`src/rtl/instr_encoder_pkg.sv`:
```
// Shared LEGv8 definitions: mnemonic codes, opcode fields (same values SingleCycleControl decodes)
// and the buffered word type used by the encoder and its output FIFO.
package instr_encoder_pkg;

  typedef enum logic [3:0] {
    OP_LDUR = 4'd0,
    OP_STUR = 4'd1,
    OP_ADD  = 4'd2,
    OP_SUB  = 4'd3,
    OP_AND  = 4'd4,
    OP_ORR  = 4'd5,
    OP_CBZ  = 4'd6,
    OP_B    = 4'd7
  } op_e;

  localparam logic [10:0] OPC_LDUR = 11'b11111000010;
  localparam logic [10:0] OPC_STUR = 11'b11111000000;
  localparam logic [10:0] OPC_ADD  = 11'b10001011000;
  localparam logic [10:0] OPC_SUB  = 11'b11001011000;
  localparam logic [10:0] OPC_AND  = 11'b10001010000;
  localparam logic [10:0] OPC_ORR  = 11'b10101010000;
  localparam logic [7:0]  OPC_CBZ  = 8'b10110100;
  localparam logic [5:0]  OPC_B    = 6'b000101;

  localparam int unsigned ADDR_W = 64;

  typedef struct packed {
    logic [31:0]       instr;
    logic [ADDR_W-1:0] addr;
  } instr_entry_t;

endpackage

```
`src/rtl/instr_fifo2.sv`:
```
// Two-entry FIFO of {instr, addr} with synchronous flush; head is presented combinationally.
module instr_fifo2
  import instr_encoder_pkg::*;
(
  input  logic         i_clk,
  input  logic         i_rst_n,
  input  logic         i_flush,
  input  logic         i_push,
  input  logic         i_pop,
  input  instr_entry_t i_data,
  output instr_entry_t o_data,
  output logic         o_valid,
  output logic         o_full
);

  instr_entry_t r_mem [2];
  logic         r_wr_ptr;
  logic         r_rd_ptr;
  logic [1:0]   r_cnt;
  logic         w_push;
  logic         w_pop;

  assign o_valid = (r_cnt != 2'd0);
  assign o_full  = (r_cnt == 2'd2);
  assign o_data  = r_mem[r_rd_ptr];
  assign w_push  = i_push && !o_full;
  assign w_pop   = i_pop && o_valid;

  always_ff @(posedge i_clk or negedge i_rst_n) begin
    if (!i_rst_n) begin
      for (int i = 0; i < 2; i++) r_mem[i] <= '0;
      r_wr_ptr <= 1'b0;
      r_rd_ptr <= 1'b0;
      r_cnt    <= 2'd0;
    end else if (i_flush) begin
      r_wr_ptr <= 1'b0;
      r_rd_ptr <= 1'b0;
      r_cnt    <= 2'd0;
    end else begin
      if (w_push) begin
        r_mem[r_wr_ptr] <= i_data;
        r_wr_ptr        <= ~r_wr_ptr;
      end
      if (w_pop) r_rd_ptr <= ~r_rd_ptr;
      r_cnt <= r_cnt + {1'b0, w_push} - {1'b0, w_pop};
    end
  end

endmodule

```
`src/rtl/instr_encoder.sv`:
```
// LEGv8 instruction encoder: turns mnemonic requests into 32-bit words tagged with a
// running byte address and streams them through a 2-deep buffer to the memory writer.
module instr_encoder
  import instr_encoder_pkg::*;
(
  input  logic              CLK,
  input  logic              Reset_L,
  input  logic              Load,
  input  logic [ADDR_W-1:0] StartAddr,
  input  logic              ReqValid,
  output logic              ReqReady,
  input  logic [3:0]        Op,
  input  logic [4:0]        Rd,
  input  logic [4:0]        Rn,
  input  logic [4:0]        Rm,
  input  logic [25:0]       Imm,
  output logic              InstrValid,
  input  logic              InstrReady,
  output logic [31:0]       Instr,
  output logic [ADDR_W-1:0] InstrAddr,
  output logic [15:0]       WordCount,
  output logic              Error
);

  logic [ADDR_W-1:0] r_addr;
  logic [15:0]       r_wcnt;
  logic              r_err;
  logic [31:0]       w_instr;
  logic              w_op_ok;
  logic              w_full;
  logic              w_accept;
  logic              w_push;
  logic              w_pop;
  instr_entry_t      w_wr_ent;
  instr_entry_t      w_rd_ent;

  always_comb begin
    w_instr = '0;
    w_op_ok = 1'b1;
    case (Op)
      OP_LDUR: w_instr = {OPC_LDUR, Imm[8:0], 2'b00, Rn, Rd};
      OP_STUR: w_instr = {OPC_STUR, Imm[8:0], 2'b00, Rn, Rd};
      OP_ADD:  w_instr = {OPC_ADD, Rm, 6'b0, Rn, Rd};
      OP_SUB:  w_instr = {OPC_SUB, Rm, 6'b0, Rn, Rd};
      OP_AND:  w_instr = {OPC_AND, Rm, 6'b0, Rn, Rd};
      OP_ORR:  w_instr = {OPC_ORR, Rm, 6'b0, Rn, Rd};
      OP_CBZ:  w_instr = {OPC_CBZ, Imm[18:0], Rd};
      OP_B:    w_instr = {OPC_B, Imm[25:0]};
      default: w_op_ok = 1'b0;
    endcase
  end

  assign ReqReady = !w_full && !Load;
  assign w_accept = ReqValid && ReqReady;
  assign w_push   = w_accept && w_op_ok;
  // A handshake that coincides with Load is swallowed by the flush and not counted.
  assign w_pop    = InstrValid && InstrReady && !Load;
  assign w_wr_ent = '{instr: w_instr, addr: r_addr};

  instr_fifo2 u_fifo (
    .i_clk   (CLK),
    .i_rst_n (Reset_L),
    .i_flush (Load),
    .i_push  (w_push),
    .i_pop   (w_pop),
    .i_data  (w_wr_ent),
    .o_data  (w_rd_ent),
    .o_valid (InstrValid),
    .o_full  (w_full)
  );

  assign Instr     = w_rd_ent.instr;
  assign InstrAddr = w_rd_ent.addr;
  assign WordCount = r_wcnt;
  assign Error     = r_err;

  always_ff @(posedge CLK or negedge Reset_L) begin
    if (!Reset_L) begin
      r_addr <= '0;
      r_wcnt <= '0;
      r_err  <= 1'b0;
    end else begin
      if (Load)        r_addr <= StartAddr;
      else if (w_push) r_addr <= r_addr + 64'd4;
      if (w_pop)       r_wcnt <= r_wcnt + 16'd1;
      if (w_accept && !w_op_ok) r_err <= 1'b1;
    end
  end

endmodule

```
`config.mk`:
```
export PLATFORM = sky130hd
export DESIGN_NAME = instr_encoder
export DESIGN_NICKNAME = d
export VERILOG_FILES = /design/src/rtl/instr_encoder_pkg.sv /design/src/rtl/instr_fifo2.sv /design/src/rtl/instr_encoder.sv
export SDC_FILE = /design/constraint.sdc
export NUM_CORES = 1
export LEC_CHECK = 0
export CAP_MARGIN = 20
export CORE_ASPECT_RATIO = 2
export CORE_MARGIN = 3
export CORE_UTILIZATION = 54
export CTS_BUF_LIST = sky130_fd_sc_hd__clkbuf_8 sky130_fd_sc_hd__clkbuf_16
export CTS_CLUSTER_DIAMETER = 80
export DETAILED_ROUTE_END_ITERATION = 8
export GPL_TIMING_DRIVEN = 0
export PLACE_DENSITY = 0.81
export SLEW_MARGIN = 20
export SYNTH_ARGS = -nofsm -noshare
export SYNTH_HDL_FRONTEND = slang
export SYNTH_HIERARCHICAL = 1
export SYNTH_SLANG_ARGS = --single-unit
export TNS_END_PERCENT = 50
```
`constraint.sdc`:
```
create_clock -name CLK -period 2.9 [get_ports CLK]
set_input_delay 0.58 -clock CLK [delete_from_list [all_inputs] [get_ports CLK]]
set_output_delay 0.58 -clock CLK [all_outputs]
set_load 0.05 [all_outputs]
```
* Word-level counts from Yosys, hierarchy flattened
Index checks and enable logic that the tools add are counted.
** Storage, ports and cells
- Flip-flop bits (word level) :: 277
- Output and inout bits :: 115
** Operators by class
- Equality and inequality tests :: 8
- Bitwise gates (word level) :: 5
- Mux-type cells :: 15
- Order comparisons :: 3
- Reductions and logical operators :: 19
- Add/subtract/negate cells :: 4
** Operators by type and width (number)
- $mux 96 :: 4
- $pmux 32 s8 :: 1
- $bwmux 192 :: 1
- $mux 64 :: 2
- $demux 96 s1 :: 1
- $add 64x3->64 const B :: 1
- $add 16x1->16 const B :: 1
- $eq 4x3->1 const B :: 4
- $logic_and 1x1->1 :: 9
- $eq 4x2->1 const B :: 2
- $reduce_bool 2->1 :: 4
- $reduce_or 8->1 :: 1
- $mux 1 :: 5
- $eq 4x1->1 const B :: 1
- $ge 2x2->1 const B :: 2
- $logic_not 4->1 :: 1
- $not 1->2 :: 2
- $logic_not 1->1 :: 3
- $not 1->1 :: 3
- $add 2x1->2 :: 1
- $eq 2x2->1 const B :: 1
- $lt 2x1->1 const B :: 1
- $mux 2 :: 1
- $reduce_and 2->1 :: 1
- $sub 2x1->2 :: 1

* Logic depth before layout (Yosys ltp)
- Word-level depth :: 9
- Depth in mapped cells :: 10

* By module
Netlist, hierarchy kept.
** By module, submodules not included
- instr_fifo2 :: cells an instance 536, sequential area each 4904.7 um^2, instances 1, area each 8669.6 um^2
- instr_encoder :: cells an instance 626, sequential area each 2026.9 um^2, instances 1, area each 5265.0 um^2

* Worst setup path before layout
Ideal clock, no wire load.
- Path kind :: input to register
- Start point :: input Load
- End point :: register r_addr[47]
- Data arrival time :: 2.816 ns
- Stages on the path :: 7
- Slack :: 0.002 ns
- Data required time :: 2.818 ns
- Cells stage by stage :: buf_6 or4b_4 buf_6 or4_4 or3_4 or4_1 a31oi_1
** On the way
- Word-level cells in the longest chain between the ends :: 5
- Elaborated cells between the ends (all ways) :: 6
** Ends and longest elaborated chain
- start: declaration :: line instr_encoder.sv:8 : input logic Load,
- $logic_not 1->1 :: line instr_encoder.sv:53 : assign ReqReady = !w_full && !Load;
- $logic_and 1x1->1 :: line instr_encoder.sv:53
- $logic_and 1x1->1 :: line instr_encoder.sv:54 : assign w_accept = ReqValid && ReqReady;
- $logic_and 1x1->1 :: line instr_encoder.sv:55 : assign w_push = w_accept && w_op_ok;
- $reduce_bool 2->1 (no source line)
- end signal: assignment :: line instr_encoder.sv:83 : if (Load) r_addr <= StartAddr;
- end signal: assignment :: line instr_encoder.sv:84 : else if (w_push) r_addr <= r_addr + 64'd4;
- end: declaration :: line instr_encoder.sv:25 : logic [ADDR_W-1:0] r_addr;
Several ways; a longest one is shown, not always the timed one.
A chain may end at the register's enable or synchronous reset.

* Worst setup path in the final report
- Start point :: register u_fifo.r_cnt[1]
- End point :: register r_addr[44]
** On the way
- Word-level cells in the longest chain between the ends :: 6
** Ends and longest elaborated chain
- start: declaration :: line instr_fifo2.sv:19 : logic [1:0] r_cnt;
- start signal: assignment :: line instr_fifo2.sv:45 : r_cnt <= r_cnt + {1'b0, w_push} - {1'b0, w_pop};
- $eq 2x2->1 :: line instr_fifo2.sv:24 : assign o_full = (r_cnt == 2'd2);
- via w_full :: line instr_encoder.sv:30 : logic w_full;
- $logic_not 1->1 :: line instr_encoder.sv:53
- $logic_and 1x1->1 :: line instr_encoder.sv:53
- $logic_and 1x1->1 :: line instr_encoder.sv:54
- $logic_and 1x1->1 :: line instr_encoder.sv:55
- $reduce_bool 2->1 (no source line)
The timed path passes the listed nets, and every way through them passes these cells.

==> run metrics <==
status finished, final reports clean; EDFF count, synth 0; final-stage net count 1546; TritonCTS clock tree done; Initial DRC Count 721; CP max-delay cell nor4_2; Tmin final 2890 ps; biggest area consumer among synthesized cells dfrtp_1; commonest cells in the netlist 277 x dfrtp_1, 256 x mux2_2, 85 x nand2_1; post-route DRC violation count 0; setup ws final 9.24 ps; overall routing resource usage between 20% and 30%; Avg Cell Area, Syn 12.0 µm²; PwrDens 690 nW/µm²; Max clock buf depth 3; final wirelength between 40000 and 50000 µm; CP startpoint kind flop; Root Driver clkbuf_16; total grt overflow 0; Most common cell on crit path buf_4; Syn. warnings 6; post-route ant nets 0; cts hold-fix bufs 0; clk sinks 277; Max-slew headroom 36.8%; Crit. End Element flop; # diodes 0; Seq cells post-synth 277; worst skew pair latency 550 ps; Yosys top cell area share 49.7%; ys flop type dfrtp_1; IO buf count 228; fin crit share 99.7%; post-synthesis sequential area ratio 49.7%; CP Max Fanout 8; Post-Syn Nets 1280; layout cells sized above 1 28.7%; dpl ws -1510 ps; Final Setup Violations 0; CTS clock-pin slew for the worst setup and hold paths about 70 ps; global-route wire length before repair 62100 µm; largest net degree at the start of global routing about 110; Tightest Pin Transition 939 ps; dpl hpwl 29600 µm; Initial Utilization 55.2%; DR vias 10500; Die ar. 27900 µm²; RSZ-0062 raised after global routing yes; Final GP Congestion 0.964; initial antenna violation count 1; final hold vios 0; Fmax 346 MHz; crit path cell chain nor2b_4 > or4b_4 > buf_4 > buf_4 > nor4_2 > nand4_1 > xnor2_1 > mux2_2; Rows between 80 and 90; total core area 25200 µm²; Buf/Inv on CP 2; top-count cell post-synth dfrtp_1; I/O pin count 229; area grow syn2layout 27.5%; synthesized cell area 13900 µm²; CP delay by family, top simple AND/OR/NAND/NOR gates; WP data required 3340 ps; number of H-tree levels 1; Gate Count Post-Synth 1162; Synth async-reset ratio 100%; WL per Instance 22.5 µm; Vias/cell 5.90; router iterations before antenna repair 5; Max VDD drop 588 µV; Min-Delay Path Class input port to async pin; # Max-Cap Violations 0; Die X between 100 and 150 µm; CP Data Arrival Time 3330 ps; count of cell types in the netlist 56; Design Area, Final approximately 18000 µm²; post-place instance area between 15000 and 20000 µm²; CTS buffer count 25; vias in the first global route 11200; Chip Height about 230 µm; Crit path largest cell delay ~660 ps; clock skew 22.1 ps; top post-synthesis cells by area dfrtp_1 50%, mux2_2 21%, mux2_4 4.3%; Final Max Slew Viols 0; worst setup path category flop to flop; Leakage 8.01 nW; Final Util roughly 70%
[what timing repair did]
item                       CTS  global route
setup endpoints to repair  305           122
pin swaps                    5             7
buffers inserted             3             9
resized for setup          126            16
[metal layers]
metal | wire (µm) | up-vias | GRT usage [%]
met1 | 13700 | 5203 | 29.4
met2 | 21900 | 432 | 54.4
met5 | 13 | - | 0
met4 | 2640 | 2 | 15.8
met3 | 1780 | 142 | 3.61
li1 | - | 4743 | -
[cell usage in the layout, fill, tap and decap left out, types with 6 or more instances in the layout]
| cell | n |
|---|---|
| nand3_1 | 39 |
| a31oi_1 | 10 |
| nor2_1 | 42 |
| nand2_1 | 85 |
| buf_2 | 11 |
| nor4_2 | 6 |
| and4_1 | 6 |
| buf_4 | 13 |
| a22oi_1 | 13 |
| dfrtp_1 | 276 |
| mux2_2 | 256 |
| nor3_1 | 21 |
| bufinv_16 | 6 |
| clkbuf_1 | 21 |
| dlygate4sd2_1 | 89 |
| nand4_1 | 39 |
| clkbuf_2 | 8 |
| xnor2_1 | 37 |
| mux2i_1 | 19 |
| inv_1 | 24 |
| nor4_1 | 14 |
| clkdlybuf4s50_1 | 133 |
| nor2b_1 | 7 |
| a211oi_1 | 7 |
| clkbuf_16 | 25 |
| mux2_4 | 40 |
| or4_1 | 6 |
| or3_1 | 11 |
| xor2_1 | 21 |
| o21ai_0 | 60 |
| and3_1 | 7 |
| clkbuf_8 | 8 |
[registers in the layout, indices dropped and copies added, names as in the netlist]
register	flops
WordCount	16
u_fifo/r_wr_ptr	1
u_fifo/r_rd_ptr	1
u_fifo/r_cnt	2
r_addr	64
Error	1
u_fifo/r_mem	192
[power by group]
part           internal (mW)  leakage (nW)  switching (mW)  total (mW)
clock network           2.30         0.471            1.50        3.80
registers               4.47          3.54           0.449        4.92
logic                   1.35          4.00            2.19        3.53
total                   8.11          8.01            4.14        12.3
[logic make-up after synthesis]
| group | share of synthesized area (%) |
|---|---|
| and+or+nand+nor | 11.8 |
| adders and majority gates | 0.359 |
| AOI/OAI and AO/OA | 5.01 |
| xor gates and xnor gates | 3.65 |
| buffers and inverters | 3.10 |
| muxes | 26.4 |
| DFF | 49.7 |
[area by class of cell]
type	count	area, µm²
clock buffer	32	722
buffer	59	387
timing repair buffer	242	2340
tap	336	420
clock inverter	14	234
inverter	22	82.6
sequential	277	6930
fill	1881	7480
multi-input combinational	801	6650
[final timing paths]
path	start	endpoint	slack (ps)	depth (start not counted)
min reg2reg	WordCount[15]	WordCount[15]	470	1
min	Reset_L	WordCount[13]	5	1
min in group CLK	Load	u_fifo/r_rd_ptr	330	2
max reg2reg	u_fifo/r_cnt[1]	r_addr[44]	9	8
max	u_fifo/r_cnt[1]	r_addr[44]	9	8
max in group asynchronous	Reset_L	u_fifo/r_mem[133]	1960	2
[through the flow]
step | TNS (ps) | power, mW | cells | hold WS (ps)
2_1_floorplan | 0 | 7.35 | 1162 | 284
3_3_place_gp | -3064660 | 8.65 | 1726 | 457
3_5_place_dp | -242770 | 8.75 | 1728 | 463
4_1_cts | -167 | 12.3 | 1776 | 23.1
5_1_grt | -85.6 | 12.7 | 1783 | 42.6
6_report | 0 | 12.3 | 1783 | 5.47
Note: power is estimated with default switching activity, not from simulation.
